[config.mk]
export PLATFORM = sky130hd
export DESIGN_NAME = mem_port_arbiter
export DESIGN_NICKNAME = d
export VERILOG_FILES = /design/src/rtl/mem_arb_pkg.sv /design/src/rtl/mem_arb_pick.sv /design/src/rtl/mem_port_arbiter.sv
export SDC_FILE = /design/constraint.sdc
export NUM_CORES = 1
export LEC_CHECK = 0
export BUFFER_PORTS_ARGS = -buffer_cell sky130_fd_sc_hd__buf_4
export CAP_MARGIN = 20
export CORE_AREA = 3 3 106 108
export CTS_BUF_LIST = sky130_fd_sc_hd__clkbuf_16
export CTS_CLUSTER_SIZE = 20
export DETAILED_ROUTE_END_ITERATION = 16
export DIE_AREA = 0 0 109 111
export SLEW_MARGIN = 15
export SYNTH_ARGS = -nofsm -noshare
export SYNTH_HDL_FRONTEND = slang
export SYNTH_SLANG_ARGS = --single-unit
[constraint.sdc]
create_clock -name clock -period 1.91 [get_ports clock]
set_input_delay 0.382 -clock clock [delete_from_list [all_inputs] [get_ports clock]]
set_output_delay 0.382 -clock clock [all_outputs]
set_load 0.03 [all_outputs]
[src/rtl/mem_arb_pkg.sv]
// rtl/mem_arb_pkg.sv - shared state encoding and default widths for the memory port arbiter.
package mem_arb_pkg;

  localparam int DEF_ADDR_W = 32;
  localparam int DEF_DATA_W = 32;
  localparam int DEF_MARK_W = 4;

  typedef enum logic [1:0] {
    IDLE    = 2'd0,
    GRANT_I = 2'd1,
    GRANT_D = 2'd2
  } arb_state_e;

endpackage

[src/rtl/mem_arb_pick.sv]
// rtl/mem_arb_pick.sv - combinational winner selection; ARB_ROUND_ROBIN_EN adds a last-grant flag.
module mem_arb_pick import mem_arb_pkg::*; (
  input  logic clock,
  input  logic reset,
  input  logic idle,
  input  logic i_valid,
  input  logic d_valid,
  output logic grant_i,
  output logic grant_d
);

`ifdef ARB_ROUND_ROBIN_EN
  // prefer_i_q is set once data has won, so the instruction side gets the next tie.
  logic prefer_i_q;
  logic prefer_i_d;

  always_comb begin
    grant_i    = 1'b0;
    grant_d    = 1'b0;
    prefer_i_d = prefer_i_q;
    if (idle) begin
      if (i_valid && d_valid) begin
        grant_i = prefer_i_q;
        grant_d = !prefer_i_q;
      end else begin
        grant_i = i_valid;
        grant_d = d_valid;
      end
    end
    if (grant_d) begin
      prefer_i_d = 1'b1;
    end else if (grant_i) begin
      prefer_i_d = 1'b0;
    end
  end

  always_ff @(posedge clock or posedge reset) begin
    if (reset) begin
      prefer_i_q <= 1'b0;
    end else begin
      prefer_i_q <= prefer_i_d;
    end
  end
`else
  logic unused_clock_reset;
  assign unused_clock_reset = clock ^ reset;

  always_comb begin
    grant_d = idle && d_valid;
    grant_i = idle && i_valid && !d_valid;
  end
`endif

endmodule

[src/rtl/mem_port_arbiter.sv]
// rtl/mem_port_arbiter.sv - two-requester arbiter onto one memory port; ARB_ROUND_ROBIN_EN selects round-robin ties.
module mem_port_arbiter import mem_arb_pkg::*; #(
  parameter int ADDR_W = DEF_ADDR_W,
  parameter int DATA_W = DEF_DATA_W,
  parameter int MARK_W = DEF_MARK_W
) (
  input  logic              clock,
  input  logic              reset,
  input  logic              i_req_valid,
  output logic              i_req_ready,
  input  logic [ADDR_W-1:0] i_req_addr,
  output logic              i_resp_valid,
  output logic [DATA_W-1:0] i_resp_data,
  input  logic              d_req_valid,
  output logic              d_req_ready,
  input  logic              d_req_write,
  input  logic [ADDR_W-1:0] d_req_addr,
  input  logic [DATA_W-1:0] d_req_wdata,
  input  logic [MARK_W-1:0] d_req_mark,
  output logic              d_resp_valid,
  output logic [DATA_W-1:0] d_resp_data,
  output logic              mem_readEn,
  output logic              mem_writeEn,
  output logic [ADDR_W-1:0] mem_addr,
  output logic [DATA_W-1:0] mem_writeData,
  output logic [MARK_W-1:0] mem_mark,
  input  logic [DATA_W-1:0] mem_readData
);

  arb_state_e state_q;
  arb_state_e state_d;
  logic       store_q;
  logic       store_d;
  logic       idle;
  logic       grant_i;
  logic       grant_d;

  // Gating with reset keeps every output low while reset is held, even with valids up.
  assign idle = (state_q == IDLE) && !reset;

  mem_arb_pick u_pick (
    .clock   (clock),
    .reset   (reset),
    .idle    (idle),
    .i_valid (i_req_valid),
    .d_valid (d_req_valid),
    .grant_i (grant_i),
    .grant_d (grant_d)
  );

  always_comb begin
    state_d       = state_q;
    store_d       = store_q;
    i_req_ready   = 1'b0;
    d_req_ready   = 1'b0;
    i_resp_valid  = 1'b0;
    i_resp_data   = '0;
    d_resp_valid  = 1'b0;
    d_resp_data   = '0;
    mem_readEn    = 1'b0;
    mem_writeEn   = 1'b0;
    mem_addr      = '0;
    mem_writeData = '0;
    mem_mark      = '0;
    case (state_q)
      IDLE: begin
        if (grant_d) begin
          d_req_ready   = 1'b1;
          mem_addr      = d_req_addr;
          mem_mark      = d_req_mark;
          mem_writeEn   = d_req_write;
          mem_readEn    = !d_req_write;
          mem_writeData = d_req_write ? d_req_wdata : '0;
          store_d       = d_req_write;
          state_d       = GRANT_D;
        end else if (grant_i) begin
          i_req_ready = 1'b1;
          mem_addr    = i_req_addr;
          mem_mark    = '1;
          mem_readEn  = 1'b1;
          store_d     = 1'b0;
          state_d     = GRANT_I;
        end
      end
      GRANT_I: begin
        i_resp_valid = 1'b1;
        i_resp_data  = mem_readData;
        state_d      = IDLE;
      end
      GRANT_D: begin
        d_resp_valid = 1'b1;
        d_resp_data  = store_q ? '0 : mem_readData;
        state_d      = IDLE;
      end
      default: begin
        state_d = IDLE;
      end
    endcase
  end

  always_ff @(posedge clock or posedge reset) begin
    if (reset) begin
      state_q <= IDLE;
      store_q <= 1'b0;
    end else begin
      state_q <= state_d;
      store_q <= store_d;
    end
  end

endmodule

# Word level (Yosys, flattened, before mapping)
# Cells that the tools add are included.
[classes] n_eq_ne=3 muxes=28 reduce_logical=10
[ops] cell="$mux W32" n=9
[ops] cell="$mux W1" n=13
[ops] cell="$mux W4" n=3
[ops] cell="$mux W2" n=3
[ops] cell="$logic_and A1 B1 Y1" n=4
[ops] cell="$logic_not A1 Y1" n=3
[ops] cell="$ne A3 B3 Y1 const B" n=1
[ops] cell="$eq A2 B1 Y1 const B" n=1
[ops] cell="$eq A2 B2 Y1 const B" n=1
[ops] cell="$logic_not A2 Y1" n=1
[ops] cell="$reduce_and A2 Y1" n=1
[ops] cell="$reduce_bool A2 Y1" n=1
[word_totals] ff_bits=3 inputBits=137 out_inout_bits=138

# Logic depth before layout (Yosys ltp)
[depth] depth_word=7 mapped_depth=6

# Modules after synthesis
# Synthesis repeated with hierarchy kept, for this count alone.
[unflattened] cells_unflattened=213 hier_area_um2=1333.8
[by_module_without_submodules] module="mem_port_arbiter" n_inst=1 cells_each=211 area_each_um2=1317.5
[by_module_without_submodules] module="mem_arb_pick" n_inst=1 cells_each=2 area_each_um2=16.3

# Worst setup path after synthesis
# No wires, ideal clock.
[synth_path] kind="reg2out" from="register state_q[0]" to="output d_resp_data[10]" t_arrival_ns=1.515 required_time_ns=1.528 path_slack_ns=0.013 stages_incl_launch_ff=5 path_cell_list="dfrtp_1 > and2b_1 > and2b_1 > clkbuf_1 > and2_1"
[synth_via] elab_chain_cells=2
[synth_rtl] item="start: declaration" line_no="mem_port_arbiter.sv:30" text="arb_state_e state_q;"
[synth_rtl] item="start signal: assignment" line_no="mem_port_arbiter.sv:106" text="state_q <= state_d;"
[synth_rtl] item="$eq A2 B2 Y1" line_no="mem_port_arbiter.sv:65" text="case (state_q)"
[synth_rtl] item="$mux W32" line_no="mem_port_arbiter.sv:65"
[synth_rtl] item="end: declaration" line_no="mem_port_arbiter.sv:21" text="output logic [DATA_W-1:0] d_resp_data,"
# Every way passes these cells.

# Worst setup path after layout
[layout_path] from="register state_q[1]" to="output d_resp_data[29]"
# The elaborated chain is that of the path after synthesis.

==> impl_metrics.toml <==
[layout]
final-seq-area_um2 = 75.1
drive_gt1_share_pct = 79.6
nets = 588
layout_common_cells = "buf_4, buf_6, and2_1, a22o_1, and3_4"
num-fill-cells = 1015
layout_commonest_cell = "buf_4"
multiInputGateArea_mm2 = 0.00124
utilization_pct = 42.7
area_growth_pct = 261
final_cell_count_no_fill = 587

[timing]
setup_viol = 100
final.setup.worst_slack_ps = -88.8
post-route-period-util_pct = 105
max_clock_freq_ghz = 0.500
slew_headroom_pct = 77.6
holdWs_ps = 48.6
drv_slew = 0
hold_viol_final = 0
rsz0062_at_grt = "yes"
fin_crit_ps = 2000
final.setup_skew_ps = 0.279
tightest_slew_ps = 336

[worst_setup_path]
cp_max_fo = 32
cp-end-kind = "output port"
crit_type = "reg -> out"
critPathLaunchType = "flop"
crit_arrival_ps = 1620
required_ps = 1530

[floorplanning]
die_w_um = 109
die-area_mm2 = 0.0121
start_util_pct = 11.8
io_pins = 275
dieHeight_um = 111
num_rows = 37
fp.coreArea_mm2 = 0.0103

[power_and_ir_drop]
p_int_mw = 0.898
static-leakage-power_nw = 2.28
p_switching_mw = 0.568
p_clk_share_pct = 23.0
finalPower_mw = 1.47
combPwrFrac_pct = 72.0
netSwitchingFraction_pct = 38.7
power_density_mw_per_mm2 = 333
pwr-share-seq_pct = 5.0
peakVddDrop_mv = 0.185

[global_route]
grt-ovfl-total = 0
antenna_found_initial = 0
grt_pass1_wl_um = 13300
grt_pass1_vias = 2466
grt_max_degree = 34
grtUsageTotal_pct = 14.3

[synth]
synth_cell_types = 21
synthCells = 171
synth-seq-cells = 3
seq_area_frac_synth_pct = 6.15
syn_area_per_cell_um2 = 7.13
synth_warnings = 0
synth_nets = 308
syn_area_mm2 = 0.00122

[clock_network]
clk_path_buf_depth = 2
numCtsBuffers = 3
cts_root_buf = "clkbuf_16"
h-tree-depth = 1
clk_pin_slew_ps = 30
clk_latency_ps = 230
cts_tree = "done"
clock-sinks = 3

[placed_design]
dp_hpwl_um = 7890
placed_cells = 570
finalWeightedCongestion = 0.798
placement.io_buffers = 274

[drt]
drt_iter0_drc = 124
avgRoutedWirePerCell_um = 17.8
remaining_drc_errors = 0
via_per_inst = 4.21
ant_nets = 0
num_vias = 2471
dr.pass1.iters = 4
routed_wirelength_um = 10400

[hold_path]
hold_path.class = "in -> async"

[status]
status = "finished, violations left"
violations = "setup timing"

[flow_run]
maxCapViolations = 0
worst max-delay path: stages, from the launching register on:
cell,delay [ps]
dfrtp_1,400
buf_4,150
and2b_1,160
and2b_2,210
buf_12,160
and2_1,170
buf_6,140
sequential cells by signal (all words and copies together) (netlist names):
signal,count
store_q,1
state_q,2
timing repair:
action	in CTS	in global routing
pin swaps	3	34
buffers inserted	2	1
resized for setup	105	74
setup endpoints to repair	70	107
gates cloned	2	7
hold buffers	0	0
path summary, 6_finish.rpt:
check | startpoint | endpoint | slack, ps | cells after the start
max | state_q[1] | d_resp_data[29] | -90 | 6
min | reset | state_q[0] | 50 | 2
max reg2reg | state_q[1] | store_q | 690 | 5
min reg2reg | store_q | store_q | 480 | 1
max in group asynchronous | reset | state_q[1] | 1730 | 2
min in group clock | store_q | store_q | 480 | 1
synthesized netlist by cell type, drive strengths merged:
master  number  share of area [%]
clkbuf      11                3.4
buf          9                6.9
a21o         1               0.62
and3b        2                1.4
and2b        2                1.2
a22o        31                 22
and3        32                 16
dfrtp        3                6.2
nor2b        1               0.51
inv          3               0.92
nand2        1               0.51
nor2         2               0.62
o21ai        1               0.41
and2        65                 33
a32o         1               0.82
o21a         5                3.1
nor3         1                1.3
routing by layer:
metal | vias to the layer above | global-route usage [%] | wire [um]
met5 | - | 0 | 0
met4 | 0 | 1.94 | 62
met3 | 5 | 4.31 | 1100
met2 | 173 | 27.8 | 5550
met1 | 1124 | 15.1 | 3730
li1 | 1169 | - | -
cell families (layout without fill, tap and decap cells):
logic type	Yosys count	in the layout	share of synthesized area [%]
flops	3	3	6.15
simple gates	106	106	55.5
compound gates	39	39	27.2
buf+inv	23	302	11.2
other cells	0	1	0
per-stage QoR:
stage          worst slack (ps)  setup TNS, ps  area (um2)
3_3_place_gp               71.9              0        3440
6_report                  -88.8          -5580        4400
4_1_cts                    -117          -8330        3960
5_1_grt                    -145         -11970        4400
2_1_floorplan              12.9              0        1220
3_5_place_dp               48.9              0        3440
area by class of cell:
| cell class | instances | share of cell area, % |
|---|---|---|
| multi-input combinational | 145 | 28.3 |
| timing repair inverter | 1 | 0.369 |
| clock buffer | 3 | 1.70 |
| inverter | 3 | 0.540 |
| sequential | 3 | 1.70 |
| clock inverter | 1 | 0.0852 |
| antenna | 1 | 0.0568 |
| tap | 136 | 3.86 |
| timing repair buffer | 294 | 63.4 |
power groups by stage:
stage / clock network (mW) / logic [mW] / registers, mW
2_1_floorplan: 0 / 0.408 / 0.0734
3_3_place_gp: 0 / 0.850 / 0.0744
3_5_place_dp: 0 / 0.854 / 0.0746
4_1_cts: 0.343 / 0.954 / 0.0733
5_1_grt: 0.348 / 1.11 / 0.0745
6_report: 0.337 / 1.06 / 0.0731
Power figures use the tool's default switching activity.
